`config.mk`:
```
export PLATFORM = sky130hd
export DESIGN_NAME = avg_pool_unit
export DESIGN_NICKNAME = d
export VERILOG_FILES = /design/src/rtl/avg_pool_unit_pkg.sv /design/src/rtl/avg_pool_unit.sv
export SDC_FILE = /design/constraint.sdc
export NUM_CORES = 1
export LEC_CHECK = 0
export CAP_MARGIN = 20
export CELL_PAD_IN_SITES_DETAIL_PLACEMENT = 1
export CELL_PAD_IN_SITES_GLOBAL_PLACEMENT = 1
export CORE_ASPECT_RATIO = 2
export CORE_MARGIN = 10
export CORE_UTILIZATION = 40
export CTS_CLUSTER_SIZE = 40
export DETAILED_ROUTE_END_ITERATION = 10
export PLACE_DENSITY = 0.82
export SLEW_MARGIN = 40
export SYNTH_ARGS = -nofsm -noshare
export SYNTH_HDL_FRONTEND = slang
export SYNTH_SLANG_ARGS = --single-unit
```
`constraint.sdc`:
```
create_clock -name clk -period 3.3 [get_ports clk]
set_input_delay 0.66 -clock clk [delete_from_list [all_inputs] [get_ports clk]]
set_output_delay 0.66 -clock clk [all_outputs]
set_load 0.01 [all_outputs]
```
`src/rtl/avg_pool_unit_pkg.sv`:
```
// Shared CNN definitions used by the pool layer and the average unit.
package avg_pool_unit_pkg;

   localparam int unsigned CNN_DATA_W  = 32;
   localparam int unsigned POOL_WINDOW = 4;

   typedef logic signed [CNN_DATA_W-1:0] sample_t;

endpackage

```
`src/rtl/avg_pool_unit.sv`:
```
// Streaming window average: accumulates WINDOW signed samples and registers their
// floor-rounded mean on avg once the last sample of the window arrives.
module avg_pool_unit
   import avg_pool_unit_pkg::*;
#(
   parameter int unsigned DATA_W = CNN_DATA_W,
   parameter int unsigned WINDOW = POOL_WINDOW
) (
   input  logic                     clk,
   input  logic                     rst,
   input  logic                     enable,
   input  logic signed [DATA_W-1:0] layer2,
   output logic signed [DATA_W-1:0] avg
);

   localparam int unsigned SH    = $clog2(WINDOW);
   localparam int unsigned ACC_W = DATA_W + SH;
   localparam logic [SH-1:0] CNT_LAST = SH'(WINDOW - 1);

   if (WINDOW < 2 || (WINDOW & (WINDOW - 1)) != 0) begin : g_window_check
      $error("avg_pool_unit: WINDOW must be a power of two >= 2");
   end

   logic signed [ACC_W-1:0]  r_acc;
   logic        [SH-1:0]     r_cnt;
   logic signed [DATA_W-1:0] r_avg;

   logic signed [ACC_W-1:0]  w_sum;
   logic signed [DATA_W-1:0] w_mean;

   always_comb begin
      w_sum  = r_acc + {{SH{layer2[DATA_W-1]}}, layer2};
      // Taking bits [ACC_W-1:SH] is the arithmetic shift by SH, truncated to DATA_W.
      w_mean = w_sum[ACC_W-1:SH];
   end

   always_ff @(posedge clk) begin
      if (rst) begin
         r_acc <= '0;
         r_cnt <= '0;
         r_avg <= '0;
      end else if (enable) begin
         if (r_cnt == CNT_LAST) begin
            r_avg <= w_mean;
            r_acc <= '0;
            r_cnt <= '0;
         end else begin
            r_acc <= w_sum;
            r_cnt <= r_cnt + SH'(1);
         end
      end
   end

   assign avg = r_avg;

endmodule

```
; ---- Word-level counts from Yosys, hierarchy flattened
; Index checks and enable logic that the tools add are counted.
; Widths: inputs -> output; s select.
[word_totals]
in_bits = 35
regBits = 68
[op_classes]
addsub = 2
n_eq_ne = 1
mux = 2
n_reduce_logical = 1
[ops]
columns = cell, count
row1 = $add 34x34->34, 1
row2 = $mux 34, 1
row3 = $add 2x1->2 const B, 1
row4 = $eq 2x2->1 const B, 1
row5 = $mux 2, 1
row6 = $reduce_and 2->1, 1

; ---- Depth between registers and ports, before layout
[logic_depth]
word_depth = 2
ltp_mapped = 13

; ---- Worst setup path after synthesis
; Ideal clock, no wire load.
[synth_timing]
path_kind = input port to flip-flop
startpoint = input layer2[0]
endpoint = register r_acc[32]
path_slack_ns = 0.385
stages = 12
n_path_buf = 0
t_arrival_ns = 2.798
cell_sequence = ha_1 > inv_1 > fa_1 > nor2b_1 > o31a_1 > o2111ai_2 > a21oi_2 > a31oi_2 > o31ai_2 > o41ai_2 > xnor2_1 > a22o_1
[synth_via]
elab_chain_cells = 2
[synth_rtl]
columns = element, line_no
row1 = start: declaration, avg_pool_unit.sv:12  ; input logic signed [DATA_W-1:0] layer2,
row2 = $add 34x34->34, avg_pool_unit.sv:32  ; w_sum = r_acc + {{SH{layer2[DATA_W-1]}}, layer2};
row3 = $mux 34, avg_pool_unit.sv:43  ; if (r_cnt == CNT_LAST) begin
row4 = end signal: assignment, avg_pool_unit.sv:48  ; r_acc <= w_sum;
row5 = end: declaration, avg_pool_unit.sv:24  ; logic signed [ACC_W-1:0] r_acc;
; No other way between the ends.
; A chain may end at the register's enable or synchronous reset.

; ---- Final worst setup path
[layout_timing]
startpoint = input layer2[2]
endpoint = register r_avg[24], in the netlist avg[24]
[layout_via]
elab_chain_cells = 1
[layout_rtl]
columns = element, line_no
row1 = $add 34x34->34, avg_pool_unit.sv:32
row2 = end signal: assignment, avg_pool_unit.sv:44  ; r_avg <= w_mean;
row3 = end: declaration, avg_pool_unit.sv:26  ; logic signed [DATA_W-1:0] r_avg;
; No other way between the ends.

==> results_dict.tcl <==
set metrics [dict create \
    dr_total_vias 4170 \
    fin_skew_ns 0.00836 \
    grt-ovfl-total 0 \
    yosysUniqueCellTypes 50 \
    drv_slew 0 \
    cts-root-buf "clkbuf_16" \
    synthTopCellsByArea "dfxtp_1 (33%), ha_1 (10%), a21oi_1 (7.7%)" \
    drv_cap 0 \
    synth_nets 578 \
    endpoint_kind "register" \
    hold_violations 0 \
    ff2ff_path_depth 14 \
    outcome "finished clean" \
    grtUsageTotal 0.192 \
    ant_nets 0 \
    synth_area_per_cell_um2 8.06 \
    wl_um 14000 \
    cts.sinks 68 \
    worst_setup_path_start_kind "input pin" \
    synthCells 508 \
    insertion_delay_ns 0.35 \
    max_slew_margin 0.496 \
    cts_buffers 9 \
    power.density_nw_per_um2 547 \
    rows 52 \
    port_buffers 66 \
    grt_pass1_wl_um 22900 \
    ys_warn_count 0 \
    r2r-end "avg[20]$_SDFFE_PP0P_" \
    worstPathMaxFanout 4 \
    core_um2 10100 \
    cts_tree "built" \
    layout-drive-gt1-share 0.144 \
    ioPinCount 67 \
    synth_top_area_cell "dfxtp_1" \
    r2r-start "r_acc[0]$_SDFFE_PP0P_" \
    drc 0 \
    final_util 0.552 \
    h-tree-depth 3 \
    synth_seq_cells 68 \
    power_mw 3.05 \
    die_area_um2 14900 \
    diodes 0 \
    p_leak_nw 2.30 \
    antenna_found_initial 0 \
    fin_ws_ns 0.115 \
    layout_min_cycle_time_ns 3.18 \
    start_util 0.406 \
    ff2ff_setup_slack_ns 0.53 \
    grt_pass1_vias 4827 \
    hp-class "register to register" \
    grt_max_degree 30 \
    gp_congestion 0.852 \
    worstMarginPinSlew_ns 0.756 \
    drt_iter0_drc 130 \
    place_hpwl_um 10600 \
    chipHeight_um 163 \
    endpoint "avg[24]$_SDFFE_PP0P_" \
    preCtsSetupSlack_ns -0.450 \
    arrival_ns 3.44 \
    synthesis.area_um2 4100 \
    clk_path_buf_depth 2 \
    period_share 0.965 \
    syn2layout_area_growth_pct 35.9 \
    holdWs_ns 0.454 \
    finalSetupViolCount 0 \
    nNetsFinal 677 \
    setup_tns_ns 0 \
    ys_seq_area_frac 0.332 \
    via_per_inst 5.58 \
    crit_start "layer2[2]" \
    max_freq_mhz 314 \
    required_ns 3.56 \
    die_width_um 91.5 \
    firstDrtPassIters 4 \
    clk_pin_slew_ns 0.06 \
    wl_per_cell_um 18.7 \
    ir_drop_v 0.000294 \
    synth_top_area_share 0.332 \
    path_class "input pin to register" \
]
==> routing by layer <==
layer	part of all wire	track usage	wire, um	vias to the layer above
li1	-	-	-	1995
met1	0.32	0.154	4540	2001
met2	0.57	0.375	7900	114
met3	0.048	0.0510	675	60
met4	0.061	0.146	853	0
met5	0	0	0	-
==> critical path, cell delays in order <==
cell             delay, ns
clkdlybuf4s50_1       0.40
ha_1                  0.36
nor2b_2               0.19
o31a_1                0.29
o2111ai_2             0.23
a21oi_2               0.12
a31oi_4               0.30
buf_4                 0.18
nor2b_2               0.04
o21ai_0               0.19
nand2b_1              0.10
xnor2_1               0.15
a211oi_1              0.23
==> repair_timing <==
| action | CTS | global route |
|---|---|---|
| hold buffers | 0 | 0 |
| setup endpoints to repair | 6 | 15 |
| gates resized for setup | 3 | 12 |
| pin swaps | 1 | 12 |
| setup buffers | 1 | 3 |
==> how the worst min path moves through the flow <==
stage,startpoint,endpoint,slack (ns),cells past startpoint
final,avg[26]$_SDFFE_PP0P_,avg[26]$_SDFFE_PP0P_,0.45,2
after global routing,avg[26]$_SDFFE_PP0P_,avg[26]$_SDFFE_PP0P_,0.48,2
after CTS,avg[11]$_SDFFE_PP0P_,avg[11]$_SDFFE_PP0P_,0.46,2
after detailed placement,avg[11]$_SDFFE_PP0P_,avg[11]$_SDFFE_PP0P_,0.45,2
after global placement,r_acc[25]$_SDFFE_PP0P_,r_acc[25]$_SDFFE_PP0P_,0.44,2
after floorplan,r_acc[24]$_SDFFE_PP0P_,r_acc[24]$_SDFFE_PP0P_,0.43,2
==> registers in the layout (all words and copies together), names as in the netlist <==
name,cells
avg,32
r_acc,34
r_cnt,2
==> power breakdown <==
| group | internal, mW | switching (mW) |
|---|---|---|
| clock | 0.680 | 0.380 |
| combinational | 0.480 | 0.570 |
| sequential | 0.893 | 0.0447 |
| total | 2.05 | 0.994 |
==> cell usage in the layout (no fill, tap or decap), types with 3 or more instances in the layout <==
| master | Yosys | final |
|---|---|---|
| nand2_1 | 73 | 73 |
| dfxtp_1 | 68 | 68 |
| clkdlybuf4s50_1 | 0 | 64 |
| a21oi_1 | 63 | 62 |
| nor2_1 | 47 | 47 |
| buf_4 | 0 | 47 |
| ha_1 | 34 | 33 |
| o21ai_0 | 21 | 20 |
| nor2b_1 | 20 | 18 |
| xnor2_1 | 19 | 18 |
| a22o_1 | 14 | 14 |
| a21o_1 | 13 | 13 |
| xor2_1 | 9 | 9 |
| clkbuf_16 | 0 | 9 |
| inv_1 | 9 | 8 |
| nand3_1 | 8 | 8 |
| o21a_1 | 7 | 7 |
| or3_1 | 6 | 6 |
| nor3_1 | 6 | 6 |
| a211oi_1 | 6 | 6 |
| a31oi_1 | 5 | 5 |
| nand2b_1 | 5 | 5 |
| a21oi_2 | 3 | 4 |
| mux2i_1 | 4 | 4 |
| o211ai_1 | 4 | 4 |
| nand4_1 | 4 | 4 |
| and3_1 | 3 | 3 |
| and2_1 | 3 | 3 |
| nor4_1 | 3 | 3 |
| clkinvlp_4 | 0 | 3 |
==> layout make-up <==
cell class / count / area [um^2]
flip-flops and latches: 68 / 1360
clock inverters: 6 / 87.6
repair buffers: 113 / 1010
clock buffers: 10 / 239
multi-input cells: 406 / 2670
inverters: 9 / 33.8
well taps: 135 / 169
fillers: 1223 / 4520
==> per-stage QoR <==
| stage | instance area (um^2) | instances |
|---|---|---|
| 5_1_grt | 5570 | 747 |
| 3_5_place_dp | 5150 | 727 |
| 3_3_place_gp | 5150 | 727 |
| 6_report | 5570 | 747 |
| 4_1_cts | 5500 | 744 |
| 2_1_floorplan | 4100 | 508 |
==> synth_stat cells (all sizes together) <==
cell type	number
nand2	73
dfxtp	68
a21oi	66
nor2	48
ha	34
o21ai	21
clkbuf	20
nor2b	20
xnor2	19
a22o	14
a21o	13
inv	9
xor2	9
nand3	8
o21a	7
a211oi	6
a31oi	6
nor3	6
or3	6
buf	5
nand2b	5
o211ai	5
mux2i	4
nand4	4
and2	3
and3	3
nor4	3
a21boi	2
a41oi	2
nor4b	2
o21bai	2
o31a	2
or2	2
a2111oi	1
a211o	1
a22oi	1
a31o	1
and4	1
fa	1
o2111ai	1
o221ai	1
o22ai	1
o31ai	1
o41ai	1
==> cells by family after synthesis <==
logic type | Yosys count | share of synthesized area
adders and majority gates | 35 | 0.109
DFF | 68 | 0.332
xor gates and xnor gates | 28 | 0.0599
and+or+nand+nor | 184 | 0.206
AOI/OAI and AO/OA | 155 | 0.251
buffers and inverters | 34 | 0.0318
muxes | 4 | 0.00978
Note: power is estimated with default switching activity, not from simulation.
